## src/rtl/jtag_pkg.sv

```systemverilog
// Shared JTAG definitions: data-register FSM states and counter sizing helper.
package jtag_pkg;

    typedef enum logic [1:0] {
        IDLE  = 2'd0,
        ARMED = 2'd1,
        SHIFT = 2'd2
    } confreg_state_e;

    // Bit-count width able to hold 0..dr_width+1 (one past legal for saturation).
    function automatic int unsigned cnt_width(input int unsigned dr_width);
        return $clog2(dr_width + 2);
    endfunction

endpackage

```

## src/rtl/jtag_shift_chain.sv

```systemverilog
// Parallel-load, LSB-first serial shift chain for a JTAG data register.
module jtag_shift_chain #(
    parameter int unsigned WIDTH = 32
) (
    input  logic             clk_i,
    input  logic             rst_i,
    input  logic             load_i,
    input  logic             shift_i,
    input  logic [WIDTH-1:0] load_data_i,
    input  logic             scan_in_i,
    output logic [WIDTH-1:0] data_o,
    output logic             scan_out_o
);

    logic [WIDTH-1:0] shreg_q;
    logic [WIDTH-1:0] shreg_d;

    always_comb begin
        shreg_d = shreg_q;
        if (load_i) begin
            shreg_d = load_data_i;
        end else if (shift_i) begin
            shreg_d = {scan_in_i, shreg_q[WIDTH-1:1]};
        end
    end

    always_ff @(posedge clk_i or posedge rst_i) begin
        if (rst_i) begin
            shreg_q <= '0;
        end else begin
            shreg_q <= shreg_d;
        end
    end

    assign data_o     = shreg_q;
    assign scan_out_o = shreg_q[0];

endmodule

```

## src/rtl/jtag_confreg.sv

```systemverilog
// JTAG configuration DR: commits the shifted word only after exactly DR_WIDTH
// shifts since the last capture; otherwise flags a sticky length error.
module jtag_confreg
    import jtag_pkg::*;
#(
    parameter int unsigned          DR_WIDTH    = 32,
    parameter logic [DR_WIDTH-1:0]  RESET_VALUE = '0
) (
    input  logic                tck_i,
    input  logic                rst_i,
    input  logic                sel_i,
    input  logic                capture_dr_i,
    input  logic                shift_dr_i,
    input  logic                update_dr_i,
    input  logic                scan_in_i,
    output logic                scan_out_o,
    input  logic [DR_WIDTH-1:0] status_i,
    output logic [DR_WIDTH-1:0] conf_o,
    output logic                conf_valid_o,
    output logic                len_err_o,
    output confreg_state_e      state_o
);

    localparam int unsigned   CW       = cnt_width(DR_WIDTH);
    localparam logic [CW-1:0] CNT_LEN  = CW'(DR_WIDTH);
    localparam logic [CW-1:0] CNT_FULL = CW'(DR_WIDTH + 1);

    confreg_state_e      state_q, state_d;
    logic [CW-1:0]       cnt_q, cnt_d;
    logic [DR_WIDTH-1:0] conf_q, conf_d;
    logic                valid_q, err_q, err_d;
    logic [DR_WIDTH-1:0] shreg;
    logic                chain_out;
    logic                cap_w, shift_w, upd_w;
    logic                commit, upd_err;

    // Strobe priority: capture > shift > update, all gated by select.
    assign cap_w   = sel_i & capture_dr_i;
    assign shift_w = sel_i & shift_dr_i & ~capture_dr_i;
    assign upd_w   = sel_i & update_dr_i & ~capture_dr_i & ~shift_dr_i;

    jtag_shift_chain #(.WIDTH(DR_WIDTH)) u_chain (
        .clk_i       (tck_i),
        .rst_i       (rst_i),
        .load_i      (cap_w),
        .shift_i     (shift_w),
        .load_data_i (status_i),
        .scan_in_i   (scan_in_i),
        .data_o      (shreg),
        .scan_out_o  (chain_out)
    );

    always_ff @(posedge tck_i or posedge rst_i) begin
        if (rst_i) begin
            state_q <= IDLE;
        end else begin
            state_q <= state_d;
        end
    end

    always_comb begin
        state_d = state_q;
        if (cap_w) begin
            state_d = ARMED;
        end else if (shift_w && (state_q != IDLE)) begin
            state_d = SHIFT;
        end else if (upd_w) begin
            state_d = IDLE;
        end
    end

    always_comb begin
        commit  = upd_w && (state_q == SHIFT) && (cnt_q == CNT_LEN);
        upd_err = upd_w && !commit;
    end

    always_comb begin
        cnt_d = cnt_q;
        if (cap_w) begin
            cnt_d = '0;
        end else if (shift_w && (state_q != IDLE) && (cnt_q != CNT_FULL)) begin
            cnt_d = cnt_q + 1'b1;
        end
        conf_d = commit ? shreg : conf_q;
        err_d  = err_q;
        if (commit) begin
            err_d = 1'b0;
        end else if (upd_err) begin
            err_d = 1'b1;
        end
    end

    always_ff @(posedge tck_i or posedge rst_i) begin
        if (rst_i) begin
            cnt_q   <= '0;
            conf_q  <= RESET_VALUE;
            valid_q <= 1'b0;
            err_q   <= 1'b0;
        end else begin
            cnt_q   <= cnt_d;
            conf_q  <= conf_d;
            valid_q <= commit;
            err_q   <= err_d;
        end
    end

    assign scan_out_o   = sel_i & chain_out;
    assign conf_o       = conf_q;
    assign conf_valid_o = valid_q;
    assign len_err_o    = err_q;
    assign state_o      = state_q;

endmodule

```

## config.mk

```make
export PLATFORM = sky130hd
export DESIGN_NAME = jtag_confreg
export DESIGN_NICKNAME = d
export VERILOG_FILES = /design/src/rtl/jtag_pkg.sv /design/src/rtl/jtag_shift_chain.sv /design/src/rtl/jtag_confreg.sv
export SDC_FILE = /design/constraint.sdc
export NUM_CORES = 1
export LEC_CHECK = 0
export CAP_MARGIN = 20
export CELL_PAD_IN_SITES_DETAIL_PLACEMENT = 2
export CELL_PAD_IN_SITES_GLOBAL_PLACEMENT = 2
export CORE_ASPECT_RATIO = 1.25
export CORE_UTILIZATION = 31
export DETAILED_ROUTE_END_ITERATION = 7
export PLACE_DENSITY_LB_ADDON = 0.1
export SYNTH_ARGS = -nofsm -noshare
export SYNTH_HDL_FRONTEND = slang
export SYNTH_SLANG_ARGS = --single-unit
```

## constraint.sdc

```tcl
create_clock -name tck_i -period 3.11 [get_ports tck_i]
set_clock_uncertainty 0.2 [all_clocks]
set_input_delay 0.4665 -clock tck_i [delete_from_list [all_inputs] [get_ports tck_i]]
set_output_delay 0.4665 -clock tck_i [all_outputs]
set_load 0.005 [all_outputs]
```

After elaboration in Yosys (flattened, before gate mapping)
Cells that the tools add are included.

Output and inout port bits: 37. Register bits: 74. Bits of input ports: 39. Word-level logic and storage cells: 39.

Reduce and logical (&&, ||, !) cells: 11. Mux-type cells: 9. Equal/unequal tests: 3. Add/sub/neg operators: 1. Bitwise gates (word level): 9.

Operators by type and width (number): 32-bit 2-to-1 mux (2); 6-bit 2-to-1 mux (2); 2-bit nonzero test (4); 1-bit AND (7); 6-bit by 1-bit adder with 6-bit output (second input constant) (1); 6-bit equality test (second input constant) (1); 2-bit 2-to-1 mux (3); 6-bit != test (second input constant) (1); 1-bit logical AND (5); 3-bit nonzero test (1); 2-bit equality test (second input constant) (1); 1-bit 2-to-1 mux (2); 1-bit NOT (2); 1-bit zero test (1).

Longest topological paths before layout
Gate-level depths: netlist of run 1.

Depth after elaboration: 9. Mapped depth: 6. Mapped depth without buffers: 5.

Modules after synthesis
A second synthesis of run 1 with hierarchy kept.

Cell total of the unflattened synthesis: 265. Area total of the unflattened synthesis: 3286.9 um^2.

Modules (own cells, without submodules): jtag_confreg (cells each 124, instances 1, area each 1760.4 um^2); jtag_shift_chain (cells each 141, instances 1, area each 1526.5 um^2).

Least setup slack after synthesis of run 1
Ideal clock, no wire load.

Path kind: register to register. Start point: register cnt_q[2]. End point: register conf_q[10] (netlist: conf_o[10]). Cell stages (with the launch flop): 5. Path slack: 1.007 ns. Data required time: 2.785 ns. Arrival: 1.778 ns. Cell sequence: dfrtp_1 > or4b_4 > nor3_4 > buf_6 > mux2_2.

Cells in the longest elaborated chain, start to end: 2.

Ends and longest elaborated chain: from (decl) (RTL line jtag_confreg.sv:29) `logic [CW-1:0] cnt_q, cnt_d;`; from (signal assigned) (RTL line jtag_confreg.sv:100) `cnt_q <= cnt_d;`; 6-bit equality test (RTL line jtag_confreg.sv:73) `commit = upd_w && (state_q == SHIFT) && (cnt_q == CNT_LEN);`; 1-bit logical AND (RTL line jtag_confreg.sv:73); to (signal assigned) (RTL line jtag_confreg.sv:101) `conf_q <= conf_d;`; to (decl) (RTL line jtag_confreg.sv:30) `logic [DR_WIDTH-1:0] conf_q, conf_d;`.

Every way passes these cells. A chain may end at the register's enable or synchronous reset.

Worst setup path in the final report of run 1
Start point: input sel_i. End point: register conf_q[17] (netlist: conf_o[17]).

Cells in the longest elaborated chain, start to end: 5.

Ends and longest elaborated chain: from (decl) (RTL line jtag_confreg.sv:11) `input logic sel_i,`; 1-bit AND (3 in a row) (RTL line jtag_confreg.sv:40) `assign upd_w = sel_i & update_dr_i & ~capture_dr_i & ~shift_dr_i;`; 1-bit logical AND (2 in a row) (RTL line jtag_confreg.sv:73).

Every way passes these cells.

==> summary.txt, run 1 <==
Pwr
  • Clock network power share: 0.407
  • Net switching power figure: 0.5153 mW
  • Max IR drop VDD: 0.0002488 V
  • Sw frac: 0.2354
  • Leak: 1.996 nW
  • Total power: 2.189 mW
  • PD cells: 517.1 nW/um^2
  • Seq pwr share: 0.498
  • Power Internal: 1.674 mW
  • Combinational power share: 0.095

Clock network
  • H-tree depth: 3
  • Clock Latency Late Sink: 0.33 ns
  • Num CTS Buffers: 9
  • CTS Hold Bufs: 0
  • Clk sinks: 74
  • Clk pin slew, worst setup/hold paths: 0.05 ns
  • CTS Buffer Depth: 2
  • Setup Buffers After CTS: 0
  • Clock root buffer: clkbuf_16
  • TritonCTS clock tree: yes
  • Post_cts resized: 0

Global route
  • Largest net degree at the start of global routing: 39
  • Gr usage total: 0.1688
  • GR peak layer: met2
  • Grt met1 use: 0.2035
  • First-pass GRT wire length: 13.16 mm
  • Vias in the first global route: 2,503
  • Grt met2 use: 0.2889
  • Met3 usage: 0.03200
  • Initial antenna violation count: 0
  • GRT overflow: 0

Layout
  • Highest-count cells in the layout ignoring fill and taps: clkdlybuf4s50_1 (75), dfrtp_1 (74), nand2_1 (73)
  • Layout cells sized above 1: 0.1541
  • Nets: 385
  • Antenna diodes: 0
  • Most common cell after layout, fill and taps aside: clkdlybuf4s50_1
  • Layout area overhead: 37.00%
  • Fin util: 0.4383

Critical path
  • Worst path required time: 3.12 ns
  • WP data arrival: 2.40 ns
  • R2R depth: 4
  • Crit. End Element: flop
  • R2R setup slack: 0.85 ns
  • Max FO, Critical Path: 24
  • Crit. Startpoint: sel_i
  • Reg-to-reg startpoint: cnt_q[2]
  • CP Launch Type: primary input
  • Setup crit end: conf_o[17]
  • RR Endpoint: conf_o[17]
  • Crit Path Category: in -> reg

Die
  • Die area: 10,380 sq um
  • I/O pins: 76
  • Initial Util: 0.3199
  • Std cell rows: 40
  • Die height: 113.6 um
  • DIE WIDTH: 91.31 um
  • Core Footprint: 9659 sq um

Timing
  • Relative slew slack: 0.5661
  • Max frequency: 417.2 MHz
  • Crit path time final: 2.397 ns
  • Final Hold Viols: 0
  • Slew Limit Fails: 0
  • Worst-Margin Slew: 0.6501 ns
  • Final setup fails: 0
  • Fin crit share: 0.7708
  • Fin Setup TNS: 0 ns
  • RSZ-0062 raised after global routing: false

Status
  • Status: finished, final reports clean

Routing
  • Post-route DRC violation count: 0
  • Post-DRT Antenna Nets: 0
  • Final WL: 7.939 mm
  • Vias/cell: 4.877
  • Routed via count: 2,292
  • Detailed Route Iter0 Violations: 36
  • Initial DRT Pass Iterations: 4
  • DR WL/cell: 16.89 um

Run
  • MaxCap Viol Count: 0

Logic synthesis
  • Post-synth EDFFs: 0
  • Post-synthesis xor/xnor area fraction: 0
  • Post-Syn Instances: 265
  • Post-Syn Nets: 307
  • Sequential share of the synthesized area: 0.5992
  • Simple-gate area share of the yosys netlist: 0.1308
  • Post-synth top area share: 0.5992
  • Largest family of logic cells by synthesized area: multiplexers
  • Dominant cell type by area after synthesis: dfrtp_1
  • Top_reg_cell synth: dfrtp_1
  • Post-synthesis adder-cell area fraction: 0.01215
  • Yosys cell types: 27
  • Top cells by area, synth: dfrtp_1 (60%), mux2_2 (12%), nand2_1 (8.9%)
  • Synthesized flop and latch total: 74
  • Synth Area in Compound Gates: 0.09352
  • Netlist Area Pre-Place: 3090 sq um
  • Async S/R FF share, synth: 1.000
  • Post-synthesis mux area share: 0.1328
  • Syn Area/Cell: 11.66 sq um
  • Yosys warning total: 0

Place
  • Port-buffer cells: 75
  • Hpwl dp: 5.187 mm
  • GP Congestion: 0.6983

Min path
  • Worst min path class: reg -> reg
## power groups by stage
stage / clock (mW) / combinational, mW / sequential, mW
global route: 0.967 / 0.237 / 1.10
floorplan: 0 / 0.112 / 1.09
CTS: 0.930 / 0.216 / 1.09
detailed placement: 0 / 0.214 / 1.11
finish: 0.891 / 0.208 / 1.09
global placement: 0 / 0.207 / 1.10
## critical path, cell delays in order
cell and delay (ns):
clkdlybuf4s50_1 0.60, nand4bb_1 0.32, nor3_4 0.28, buf_4 0.34
mux2_2 0.38
## flip-flops by register name (all words and copies together), names as in the netlist
signal          flops
conf_valid_o        1
conf_o             32
cnt_q               6
len_err_o           1
state_o             2
u_chain.data_o     32
## metrics by stage
stage	worst slack [ns]	hold WS, ns	cells	instance area [sq um]
global placement	0.4471	0.2858	458	3986
floorplan	0.5619	0.2541	265	3090
finish	0.7129	0.2950	470	4234
global route	0.6037	0.3273	470	4234
CTS	0.7160	0.3056	470	4234
detailed placement	0.3763	0.2941	458	3986
## cells by family (layout without fill, tap and decap cells)
group / Yosys count / in the layout
AND/OR/NAND/NOR: 91 / 91
flip-flops: 74 / 74
AO/OA/AOI/OAI: 40 / 40
multiplexers: 37 / 37
buffers and inverters: 20 / 99
adder cells (fa/ha/maj): 3 / 3
## synthesized netlist by cell type, types with 2 or more instances
master,number
mux2_2,32
mux2i_1,5
a21oi_1,2
and2_1,2
buf_6,3
ha_1,3
clkbuf_1,11
a22oi_1,32
dfrtp_1,74
nor3_1,2
o21ai_0,2
inv_1,6
nand3b_1,2
nand3_1,3
nand2_1,73
nor2_1,2
## how the worst min path moves through the flow
stage / from / to / slack, ns / cells past startpoint
3_3_place_gp: u_chain.data_o[5] / u_chain.data_o[5] / 0.29 / 2
2_1_floorplan: u_chain.data_o[0] / u_chain.data_o[0] / 0.25 / 2
6_report: u_chain.data_o[0] / u_chain.data_o[0] / 0.30 / 2
4_1_cts: u_chain.data_o[0] / u_chain.data_o[0] / 0.31 / 2
5_1_grt: conf_o[20] / conf_o[20] / 0.33 / 1
3_5_place_dp: u_chain.data_o[0] / u_chain.data_o[0] / 0.29 / 2
## final cells by class
| cell class | instances | area [sq um] |
|---|---|---|
| fillers | 1012 | 5425 |
| flip-flops and latches | 74 | 1852 |
| multi-input cells | 171 | 1145 |
| repair buffers | 81 | 808.3 |
| clock buffers | 11 | 242.7 |
| well taps | 126 | 157.7 |
| inverters | 6 | 23.77 |
| clock inverters | 1 | 5.005 |
## metal layers
layer  part of all wire  wire length, um
met4              0.018              139
met2               0.52             4145
met5                  0                0
met3              0.034              266
met1               0.43             3387
Power figures use the tool's default switching activity.
==> run 2: changes to the inputs <==
Clock period 3.11 ns to 2.5 ns, I/O delays scaled along.
==> run 2 against run 1 <==
Hold slack got worse by 0.053 ns. Design area rose by 2.0%. Critical endpoint is now scan_out_o. Clock power increased by 32%. Sequential share of layout area decreased by 0.86 points. Routed wire length rose by 2.6%. Final cell count is 1.3% higher. Critical path depth fell by 1.
==> summary.txt, run 2 (synthesis gave the netlist of run 1 again) <==
Timing
  • RSZ-0062 raised after global routing: false
  • Hold_ws: 0.2420 ns
  • Final Hold Viols: 0
  • Max frequency: 454.4 MHz
  • Fin crit share: 0.8804
  • Relative slew slack: 0.7208
  • Fin Setup TNS: 0 ns
  • Slew Limit Fails: 0
  • Final setup fails: 0
  • Crit path time final: 2.201 ns
  • Worst-Margin Slew: 0.4188 ns
  • PnR worst setup slack: 0.2991 ns

Critical path
  • RR Endpoint: conf_o[17]
  • WP data arrival: 1.63 ns
  • Reg-to-reg startpoint: cnt_q[2]
  • Crit Path Category: in -> out
  • Crit. Startpoint: sel_i
  • Crit. End Element: primary output
  • R2R setup slack: 0.32 ns
  • Worst path required time: 1.92 ns
  • Max FO, Critical Path: 6
  • CP Launch Type: primary input
  • R2R depth: 4

Routing
  • Routed via count: 2,328
  • Initial DRT Pass Iterations: 4
  • Vias/cell: 4.891
  • Post-route DRC violation count: 0
  • Post-DRT Antenna Nets: 0
  • Detailed Route Iter0 Violations: 51
  • DR WL/cell: 17.11 um
  • Final WL: 8.142 mm

Global route
  • Vias in the first global route: 2,574
  • GRT overflow: 0
  • First-pass GRT wire length: 13.39 mm
  • Gr usage total: 0.1700
  • Largest net degree at the start of global routing: 75
  • Initial antenna violation count: 0

Clock network
  • Clock root buffer: clkbuf_16
  • Num CTS Buffers: 9
  • CTS Buffer Depth: 2
  • Clk sinks: 74
  • CTS Hold Bufs: 0
  • H-tree depth: 3
  • Clock Latency Late Sink: 0.33 ns
  • Post_cts resized: 0
  • TritonCTS clock tree: yes
  • Setup Buffers After CTS: 0
  • Clk pin slew, worst setup/hold paths: 0.06 ns

Layout
  • Fin util: 0.4472
  • Layout cells sized above 1: 0.1657
  • Nets: 388
  • Number of non-filler instances in the completed layout: 476
  • Final Cell Area: 4319 sq um
  • Most common cell after layout, fill and taps aside: clkdlybuf4s50_1
  • Antenna diodes: 0
  • Layout area overhead: 39.76%
  • Highest-count cells in the layout ignoring fill and taps: clkdlybuf4s50_1 (75), dfrtp_1 (74), nand2_1 (73)

Die
  • Initial Util: 0.3199
  • Die height: 113.6 um
  • Core Footprint: 9659 sq um
  • Die area: 10,380 sq um
  • Std cell rows: 40
  • I/O pins: 76
  • DIE WIDTH: 91.31 um

Place
  • Inst Count DP: 461
  • Area post-placement: 4046 sq um
  • Hpwl dp: 5.154 mm
  • Port-buffer cells: 75
  • Setup WS pre-CTS: 0.1479 ns
  • GP Congestion: 0.6973

Pwr
  • Net switching power figure: 0.6766 mW
  • PD cells: 651.0 nW/um^2
  • Clock network power share: 0.421
  • Max IR drop VDD: 0.0003263 V
  • Total power: 2.812 mW
  • Combinational power share: 0.096
  • Power Internal: 2.135 mW
  • Sw frac: 0.2407
  • Leak: 2.026 nW
  • Seq pwr share: 0.483

Status
  • Status: finished, final reports clean

Run
  • MaxCap Viol Count: 0

Min path
  • Worst min path class: in -> async
==> run 2: changes by cell type in the layout (fill, tap and decap cells not counted), sizes merged <==
| cell | change |
|---|---|
| buf | +3 |
| clkbuf | +2 |
| clkinvlp | +1 |
==> run 2: how the worst max path moves through the flow <==
stage	cells after the start	endpoint
after global routing	4	conf_o[20]
after detailed placement	5	conf_o[20]
after global placement	5	conf_o[20]
after floorplan	1	cnt_q[0]
after CTS	4	conf_o[17]
final	4	scan_out_o
==> run 2: layout make-up <==
cell class / instances / area, sq um
Clock buffer: 13 / 260.3
Multi-Input combinational cell: 171 / 1145
Sequential cell: 74 / 1852
Timing Repair Buffer: 84 / 868.3
Clock inverter: 2 / 12.51
Fill cell: 981 / 5340
Inverter: 6 / 23.77
Tap cell: 126 / 157.7
==> run 2: power groups by stage <==
stage	clock network, mW	registers (mW)	logic (mW)
after floorplan	0	1.35	0.139
after global placement	0	1.37	0.266
after detailed placement	0	1.38	0.277
after CTS	1.23	1.36	0.280
after global routing	1.27	1.37	0.309
final	1.18	1.36	0.270
==> run 2: metal layers <==
metal | vias to the layer above | global-route usage | wire, um
met2 | 55 | 0.3051 | 4265
li1 | 1079 | - | -
met1 | 1188 | 0.1969 | 3474
met5 | - | 0 | 0
met4 | 0 | 0.06032 | 81
met3 | 6 | 0.04200 | 321
==> run 2: worst max-delay path, cell delays in order <==
cell and delay, ns:
clkdlybuf4s50_1 0.49, buf_4 0.15, and2_1 0.12, clkdlybuf4s50_1 0.49
